--- config.mk ---
export PLATFORM = sky130hd
export DESIGN_NAME = uart_echo_ctrl
export DESIGN_NICKNAME = d
export VERILOG_FILES = /design/src/rtl/uart_pkg.sv /design/src/rtl/uart_byte_fifo.sv /design/src/rtl/uart_echo_ctrl.sv
export SDC_FILE = /design/constraint.sdc
export NUM_CORES = 1
export LEC_CHECK = 0
export CAP_MARGIN = 25
export CORE_MARGIN = 1.5
export CORE_UTILIZATION = 50
export DETAILED_ROUTE_END_ITERATION = 10
export PLACE_DENSITY = 0.77
export SYNTH_ARGS = -nofsm -noshare
export SYNTH_HDL_FRONTEND = slang
export SYNTH_SLANG_ARGS = --single-unit
--- constraint.sdc ---
create_clock -name clk -period 4.1 [get_ports clk]
set_input_delay 1.23 -clock clk [delete_from_list [all_inputs] [get_ports clk]]
set_output_delay 1.23 -clock clk [all_outputs]
set_load 0.005 [all_outputs]
--- src/rtl/uart_pkg.sv ---
// uart_pkg: shared FSM state type, ASCII constants and default width for the UART echo design.
package uart_pkg;
    localparam int DATA_W_DEF = 8;
    localparam logic [7:0] ASCII_CR = 8'h0D;
    localparam logic [7:0] ASCII_LF = 8'h0A;
    typedef enum logic [1:0] {IDLE, WAIT_ACK, WAIT_DONE, SEND_LF} echo_state_e;
endpackage

--- src/rtl/uart_byte_fifo.sv ---
// uart_byte_fifo: synchronous FIFO with first-word-fall-through dout; a push on full is legal only alongside a pop.
module uart_byte_fifo #(
    parameter int DEPTH = 4,
    parameter int W     = 8
) (
    input  logic                     clk,
    input  logic                     rst_n,
    input  logic                     push,
    input  logic                     pop,
    input  logic [W-1:0]             din,
    output logic [W-1:0]             dout,
    output logic                     full,
    output logic                     empty,
    output logic [$clog2(DEPTH):0]   count
);
    localparam int AW = $clog2(DEPTH);
    localparam int CW = AW + 1;

    logic [W-1:0]  mem_q [DEPTH];
    logic [AW-1:0] wr_q, rd_q;
    logic [CW-1:0] count_q;

    always_ff @(posedge clk)
        if (push) mem_q[wr_q] <= din;

    // power-of-two depth lets the pointers wrap naturally
    always_ff @(posedge clk or negedge rst_n)
        if (!rst_n) begin
            wr_q    <= '0;
            rd_q    <= '0;
            count_q <= '0;
        end else begin
            if (push) wr_q <= wr_q + AW'(1);
            if (pop) rd_q <= rd_q + AW'(1);
            count_q <= count_q + CW'(push) - CW'(pop);
        end

    assign dout  = mem_q[rd_q];
    assign full  = count_q == CW'(DEPTH);
    assign empty = count_q == '0;
    assign count = count_q;
endmodule

--- src/rtl/uart_echo_ctrl.sv ---
// uart_echo_ctrl: buffers received bytes and replays them through the transmitter start/busy handshake.
// Define UART_ECHO_CRLF_EN to append 0x0A after every echoed 0x0D.
module uart_echo_ctrl
    import uart_pkg::*;
#(
    parameter int FIFO_DEPTH = 4,
    parameter int DATA_W     = DATA_W_DEF
) (
    input  logic                          clk,
    input  logic                          rst_n,
    input  logic [DATA_W-1:0]             rx_data,
    input  logic                          rx_ready,
    output logic [DATA_W-1:0]             tx_data,
    output logic                          tx_start,
    input  logic                          tx_busy,
    output logic                          overflow,
    input  logic                          clr_overflow,
    output logic [$clog2(FIFO_DEPTH):0]   fifo_count
);
    logic              fifo_full, fifo_empty, push, pop, drop;
    logic [DATA_W-1:0] fifo_dout;
    echo_state_e       state_q;
    logic [DATA_W-1:0] tx_data_q;
    logic              tx_start_q, overflow_q, overflow_d;
`ifdef UART_ECHO_CRLF_EN
    logic              lf_q;
`endif

    uart_byte_fifo #(.DEPTH(FIFO_DEPTH), .W(DATA_W)) u_fifo (
        .clk   (clk),
        .rst_n (rst_n),
        .push  (push),
        .pop   (pop),
        .din   (rx_data),
        .dout  (fifo_dout),
        .full  (fifo_full),
        .empty (fifo_empty),
        .count (fifo_count)
    );

    // a pop frees the slot the same cycle, so a full FIFO can still accept
    assign pop  = state_q == IDLE && !fifo_empty && !tx_busy;
    assign push = rx_ready && (!fifo_full || pop);
    assign drop = rx_ready && !push;

    always_comb overflow_d = drop ? 1'b1 : clr_overflow ? 1'b0 : overflow_q;

    always_ff @(posedge clk or negedge rst_n)
        if (!rst_n) overflow_q <= 1'b0;
        else overflow_q <= overflow_d;

    always_ff @(posedge clk or negedge rst_n)
        if (!rst_n) begin
            state_q    <= IDLE;
            tx_data_q  <= '0;
            tx_start_q <= 1'b0;
`ifdef UART_ECHO_CRLF_EN
            lf_q       <= 1'b0;
`endif
        end else begin
            tx_start_q <= 1'b0;
            case (state_q)
                IDLE:
                    if (pop) begin
                        tx_data_q  <= fifo_dout;
                        tx_start_q <= 1'b1;
                        state_q    <= WAIT_ACK;
`ifdef UART_ECHO_CRLF_EN
                        lf_q       <= fifo_dout == DATA_W'(ASCII_CR);
`endif
                    end
                WAIT_ACK:
                    if (tx_busy) state_q <= WAIT_DONE;
                WAIT_DONE:
`ifdef UART_ECHO_CRLF_EN
                    if (!tx_busy) state_q <= lf_q ? SEND_LF : IDLE;
                SEND_LF: begin
                    tx_data_q  <= DATA_W'(ASCII_LF);
                    tx_start_q <= 1'b1;
                    lf_q       <= 1'b0;
                    state_q    <= WAIT_ACK;
                end
`else
                    if (!tx_busy) state_q <= IDLE;
`endif
                default: state_q <= IDLE;
            endcase
        end

    assign tx_data  = tx_data_q;
    assign tx_start = tx_start_q;
    assign overflow = overflow_q;
endmodule

* Word level (Yosys, flattened, before mapping)
Memories as Yosys holds them, arrays and structs flattened. A register that Yosys moved wholly into a read port is not among the register bits.
Index checks and enable logic that the tools add are counted.
** Word-level totals
- Register bits :: 11
- RAM bits :: 32
- Input port bits :: 13
- Output and inout bits :: 13
- Logic and storage cells :: 42
- Memories kept :: 1
** Memories
- u_fifo.mem_q :: words 4, width 8, rd ports 1, clocked after Yosys merged registers in 1, write ports 1, RTL line uart_byte_fifo.sv:19 : logic [W-1:0] mem_q [DEPTH];
** Cells by class
- Add/subtract/negate cells :: 4
- Equal/unequal tests :: 6
- Mux-type cells :: 10
- Reduce and logical (&&, ||, !) cells :: 15
** Operators with widths (number)
- $mux W1 :: 6
- $mux W2 :: 3
- $ne A2 B2 Y1 const B :: 3
- $pmux W2 S3 :: 1
- $logic_not A1 Y1 :: 5
- $add A2 B1 Y2 const B :: 2
- $logic_and A1 B1 Y1 :: 4
- $add A3 B1 Y3 :: 1
- $eq A3 B3 Y1 const B :: 1
- $logic_not A3 Y1 :: 1
- $reduce_and A3 Y1 :: 1
- $sub A3 B1 Y3 :: 1
- $eq A2 B1 Y1 const B :: 1
- $eq A2 B2 Y1 const B :: 1
- $logic_not A2 Y1 :: 1
- $reduce_and A2 Y1 :: 1
- $reduce_bool A2 Y1 :: 1
- $logic_or A1 B1 Y1 :: 1

* Depth between registers and ports, before layout
- Depth after elaboration :: 9
- Depth in mapped cells :: 9
- Depth with buffers taken out :: 8

* Cells and area by module
A second synthesis with hierarchy kept.
** Unflattened totals
- Cells, all modules :: 108
- Area total of the unflattened synthesis :: 2014.4 µm²
** Modules (own cells, without submodules)
- uart_byte_fifo :: instances 1, cells an instance 76, area an instance 1542.7 µm², sequential area each 1136.1 µm²
- uart_echo_ctrl :: instances 1, cells an instance 32, area an instance 471.7 µm², sequential area each 300.3 µm²

* Worst setup path before layout
OpenSTA, ideal clock, no wires.
- Kind :: in2reg
- From :: input port tx_busy
- To :: register u_fifo.count_q[2] (netlist: u_fifo.count[2])
- Setup time :: 123 ps
- Data arrival time :: 2694 ps
- Required time :: 3977 ps
- Path slack :: 1283 ps
- Cell stages on the path :: 9
- Buffers on the path :: 1
- Cells stage by stage :: nor3_4 > o31a_2 > buf_4 > ha_1 > inv_1 > ha_1 > fa_1 > xnor2_1 > xnor2_1
** Between the ends
- Longest elaborated chain between the ends :: 6
** RTL lines
- start: declaration :: RTL line uart_echo_ctrl.sv:15 : input logic tx_busy,
- $logic_not A1 Y1 *
- $logic_and A1 B1 Y1 * :: RTL line uart_echo_ctrl.sv:42 : assign pop = state_q == IDLE && !fifo_empty && !tx_busy;
- named net pop :: RTL line uart_echo_ctrl.sv:20 : logic fifo_full, fifo_empty, push, pop, drop;
- $logic_or A1 B1 Y1 :: RTL line uart_echo_ctrl.sv:43 : assign push = rx_ready && (!fifo_full || pop);
- $logic_and A1 B1 Y1 :: RTL line uart_echo_ctrl.sv:43
- $add A3 B1 Y3 :: RTL line uart_byte_fifo.sv:35 : count_q <= count_q + CW'(push) - CW'(pop);
- $sub A3 B1 Y3 * :: RTL line uart_byte_fifo.sv:35
- end signal: assignment :: RTL line uart_byte_fifo.sv:35
- end: declaration :: RTL line uart_byte_fifo.sv:21 : logic [CW-1:0] count_q;
Mark *: on every way through the listed nets, which the timed path passes. The rest lies on a longest branch.
A chain may end at the register's enable or synchronous reset.

* Worst setup path after layout
- From :: input port tx_busy
- To :: register u_fifo.count_q[2] (netlist: u_fifo.count[2])
** Between the ends
- Longest elaborated chain between the ends :: 6
** RTL lines (RTL line)
- $logic_not A1 Y1 *
- $logic_and A1 B1 Y1 * :: uart_echo_ctrl.sv:42
- $logic_or A1 B1 Y1 :: uart_echo_ctrl.sv:43
- $logic_and A1 B1 Y1 :: uart_echo_ctrl.sv:43
- $add A3 B1 Y3 :: uart_byte_fifo.sv:35
- $sub A3 B1 Y3 * :: uart_byte_fifo.sv:35
Every way passes the cells marked *; elsewhere a longest branch is shown, timed or not.

==> run summary <==
status - finished clean
global-route usage over all layers - 16.4%
setup violators final - 0
root buffer cell - clkbuf_8
worst reg2reg startpoint - u_fifo.count[2]
Tightest Pin Transition - 0.855 ns
largest net degree at the start of global routing - 20
VDD IR max - 0.287 mV
CTS clk-pin slew, worst paths - 0.08 ns
antenna violations before repair - 0
most frequent cells in the layout - 32 x edfxtp_1, 25 x clkdlybuf4s50_1, 19 x dfrtp_1, 8 x mux4_2, 8 x mux2_2
DIE HEIGHT - 67.0 um
drt drc - 0
hold_buf cts - 0
Die Wd - 67.0 um
Synth Flop Type - edfxtp_1
post-CTS sizing - 0
Period minus WS final - 3.17 ns
CTS H-Tree Depth - 2
Core Area - 3970 um^2
initial cell density of the core - 51.6%
CTS tree - done
number of synthesized flops with an enable pin - 32
I/O Buffers - 25
Post-Syn Area - 2050 um^2
average footprint of a synthesized cell - 19.2 um^2
Routed WL - 3060 um
Vias/cell - 5.28
CTS Sinks - 51
RSZ-0062 raised after global routing - false
total CTS buffers - 5
synthesis-to-layout area growth - 18.7%
pwr dens - 677 nW/um^2
ANT nets after route - 0
std cell rows - 23
Max Cap Violations - 0
first-pass GRT wire length - 5100 um
CP max FO - 10
Pre-antenna DRT Iters - 4
gr ovfl total - 0
GP Congestion - 0.722
Hold WC Path Type - flop to flop
Die Footprint - 4490 um^2
Seq/Total Area, Yosys - 70.0%
final worst-path cycle share - 77.3%
number of antenna diodes - 0
# Post-CTS Setup Buffers - 0
Final Max Tran Viols - 0
Synth Instances - 107
vias in the first global route - 1,068
Fmax achieved - 316 MHz
Post-synth ARST share - 37.3%
Worst Hold Endpoint - tx_data[7]
crit path DAT - 3.36 ns
Synth Register Bits - 51
Setup CP Type - primary input to flop
FF-to-FF End - u_fifo.count[2]
Vias - 983
Post-DP HPWL - 2120 um
Final #Nets - 155
r2r setup slk - 1.85 ns
worst skew pair latency - 0.30 ns
Fin Setup TNS - 0 ns
I/O pin count - 26
max_slew headroom - 42.8%
most common cell after layout, fill and taps aside - edfxtp_1
final clock skew - 0.00612 ns
# fillers - 293
Yosys cell types - 24
fin util - 61.3%
Lkg Pwr - 0.000910 uW
CP endpoint kind - flop
DR iter-0 viols - 44
Final Hold Vio Count - 0
Critical Path Source Type - primary input
Avg WL per Cell - 16.5 um
WP data required - 4.29 ns
Syn Nets - 127
layout cells sized above 1 - 24.3%
Max Buffers Root-to-Sink - 2
hold wc startpoint - tx_data[7]
Worst Reg-to-Reg Cells - 7
Hold Crit Depth - 1
Synth Warn # - 0
[per-stage QoR]
stage	worst slack (ns)	hold WS, ns	power [uW]	cells	instance area (um^2)
after global routing	0.792	0.548	1760	186	2430
final	0.931	0.515	1650	186	2430
after detailed placement	0.595	0.501	1390	178	2340
after CTS	0.914	0.520	1670	186	2430
after global placement	0.684	0.496	1370	178	2340
after floorplan	1.28	0.503	1170	107	2050
[worst max path at each step]
stage / startpoint / end / slack, ns / depth (start not counted)
4_1_cts: tx_busy / u_fifo.count[2] / 0.91 / 9
6_report: tx_busy / u_fifo.count[2] / 0.93 / 9
3_3_place_gp: tx_busy / u_fifo.count[2] / 0.68 / 9
5_1_grt: tx_busy / u_fifo.count[2] / 0.79 / 9
3_5_place_dp: tx_busy / u_fifo.count[2] / 0.59 / 9
2_1_floorplan: tx_busy / u_fifo.count[2] / 1.28 / 9
[flip-flops by register name, indices dropped and copies added, names as in the netlist]
register      cells
overflow          1
state_q           2
tx_data           8
tx_start          1
u_fifo.count      3
u_fifo.mem_q     32
u_fifo.rd_q       2
u_fifo.wr_q       2
[Yosys cell counts (2+ instances only)]
cell type / n / area share, %
inv_1: 7 / 1.3
mux4_2: 8 / 8.8
dfrtp_1: 19 / 23
nor4_1: 2 / 0.61
xor2_1: 3 / 1.3
o31a_2: 2 / 0.98
xnor2_1: 3 / 1.3
ha_1: 6 / 3.7
and2_2: 4 / 1.5
edfxtp_1: 32 / 47
mux2_2: 8 / 4.4
[power by group]
part	switching (uW)	leakage (uW)	internal (uW)
Sequential	136	0.000521	709
Clock	150	0.0000459	135
Combinational	185	0.000343	334
Total	470	0.000910	1180
[cells by family after synthesis]
logic type                 Yosys count  share of synthesized area, %
DFF                                 51                          70.0
xor gates and xnor gates             6                          2.56
adders and majority gates            7                          4.64
AOI/OAI and AO/OA                    5                          2.99
and+or+nand+nor                      9                          3.42
muxes                               17                          13.9
buffers and inverters               12                          2.44
[worst max-delay path, stage by stage]
cell and delay (ns):
clkdlybuf4s50_1 0.47, nor3_4 0.24, o31a_2 0.37, ha_1 0.17
inv_1 0.03, ha_1 0.19, fa_1 0.38, xnor2_1 0.15
xnor2_1 0.13
[area by class of cell]
| type | instances | area, um^2 | area share [%] |
|---|---|---|---|
| Sequential cell | 51 | 1440 | 59.0 |
| Multi-Input combinational cell | 44 | 564 | 23.2 |
| Timing Repair Buffer | 25 | 250 | 10.3 |
| Clock buffer | 7 | 86.3 | 3.55 |
| Tap cell | 50 | 62.6 | 2.57 |
| Inverter | 8 | 30.0 | 1.23 |
| Clock inverter | 1 | 3.75 | 0.154 |
[per-layer routing]
metal / vias to the layer above / global-route usage (%) / part of all wire [%]
li1: 455 / - / -
met1: 499 / 19.2 / 41
met2: 22 / 27.0 / 52
met3: 7 / 4.05 / 3.7
met4: 0 / 9.95 / 2.7
met5: - / 0 / 0
No activity file was read; power rests on OpenSTA's default activity.
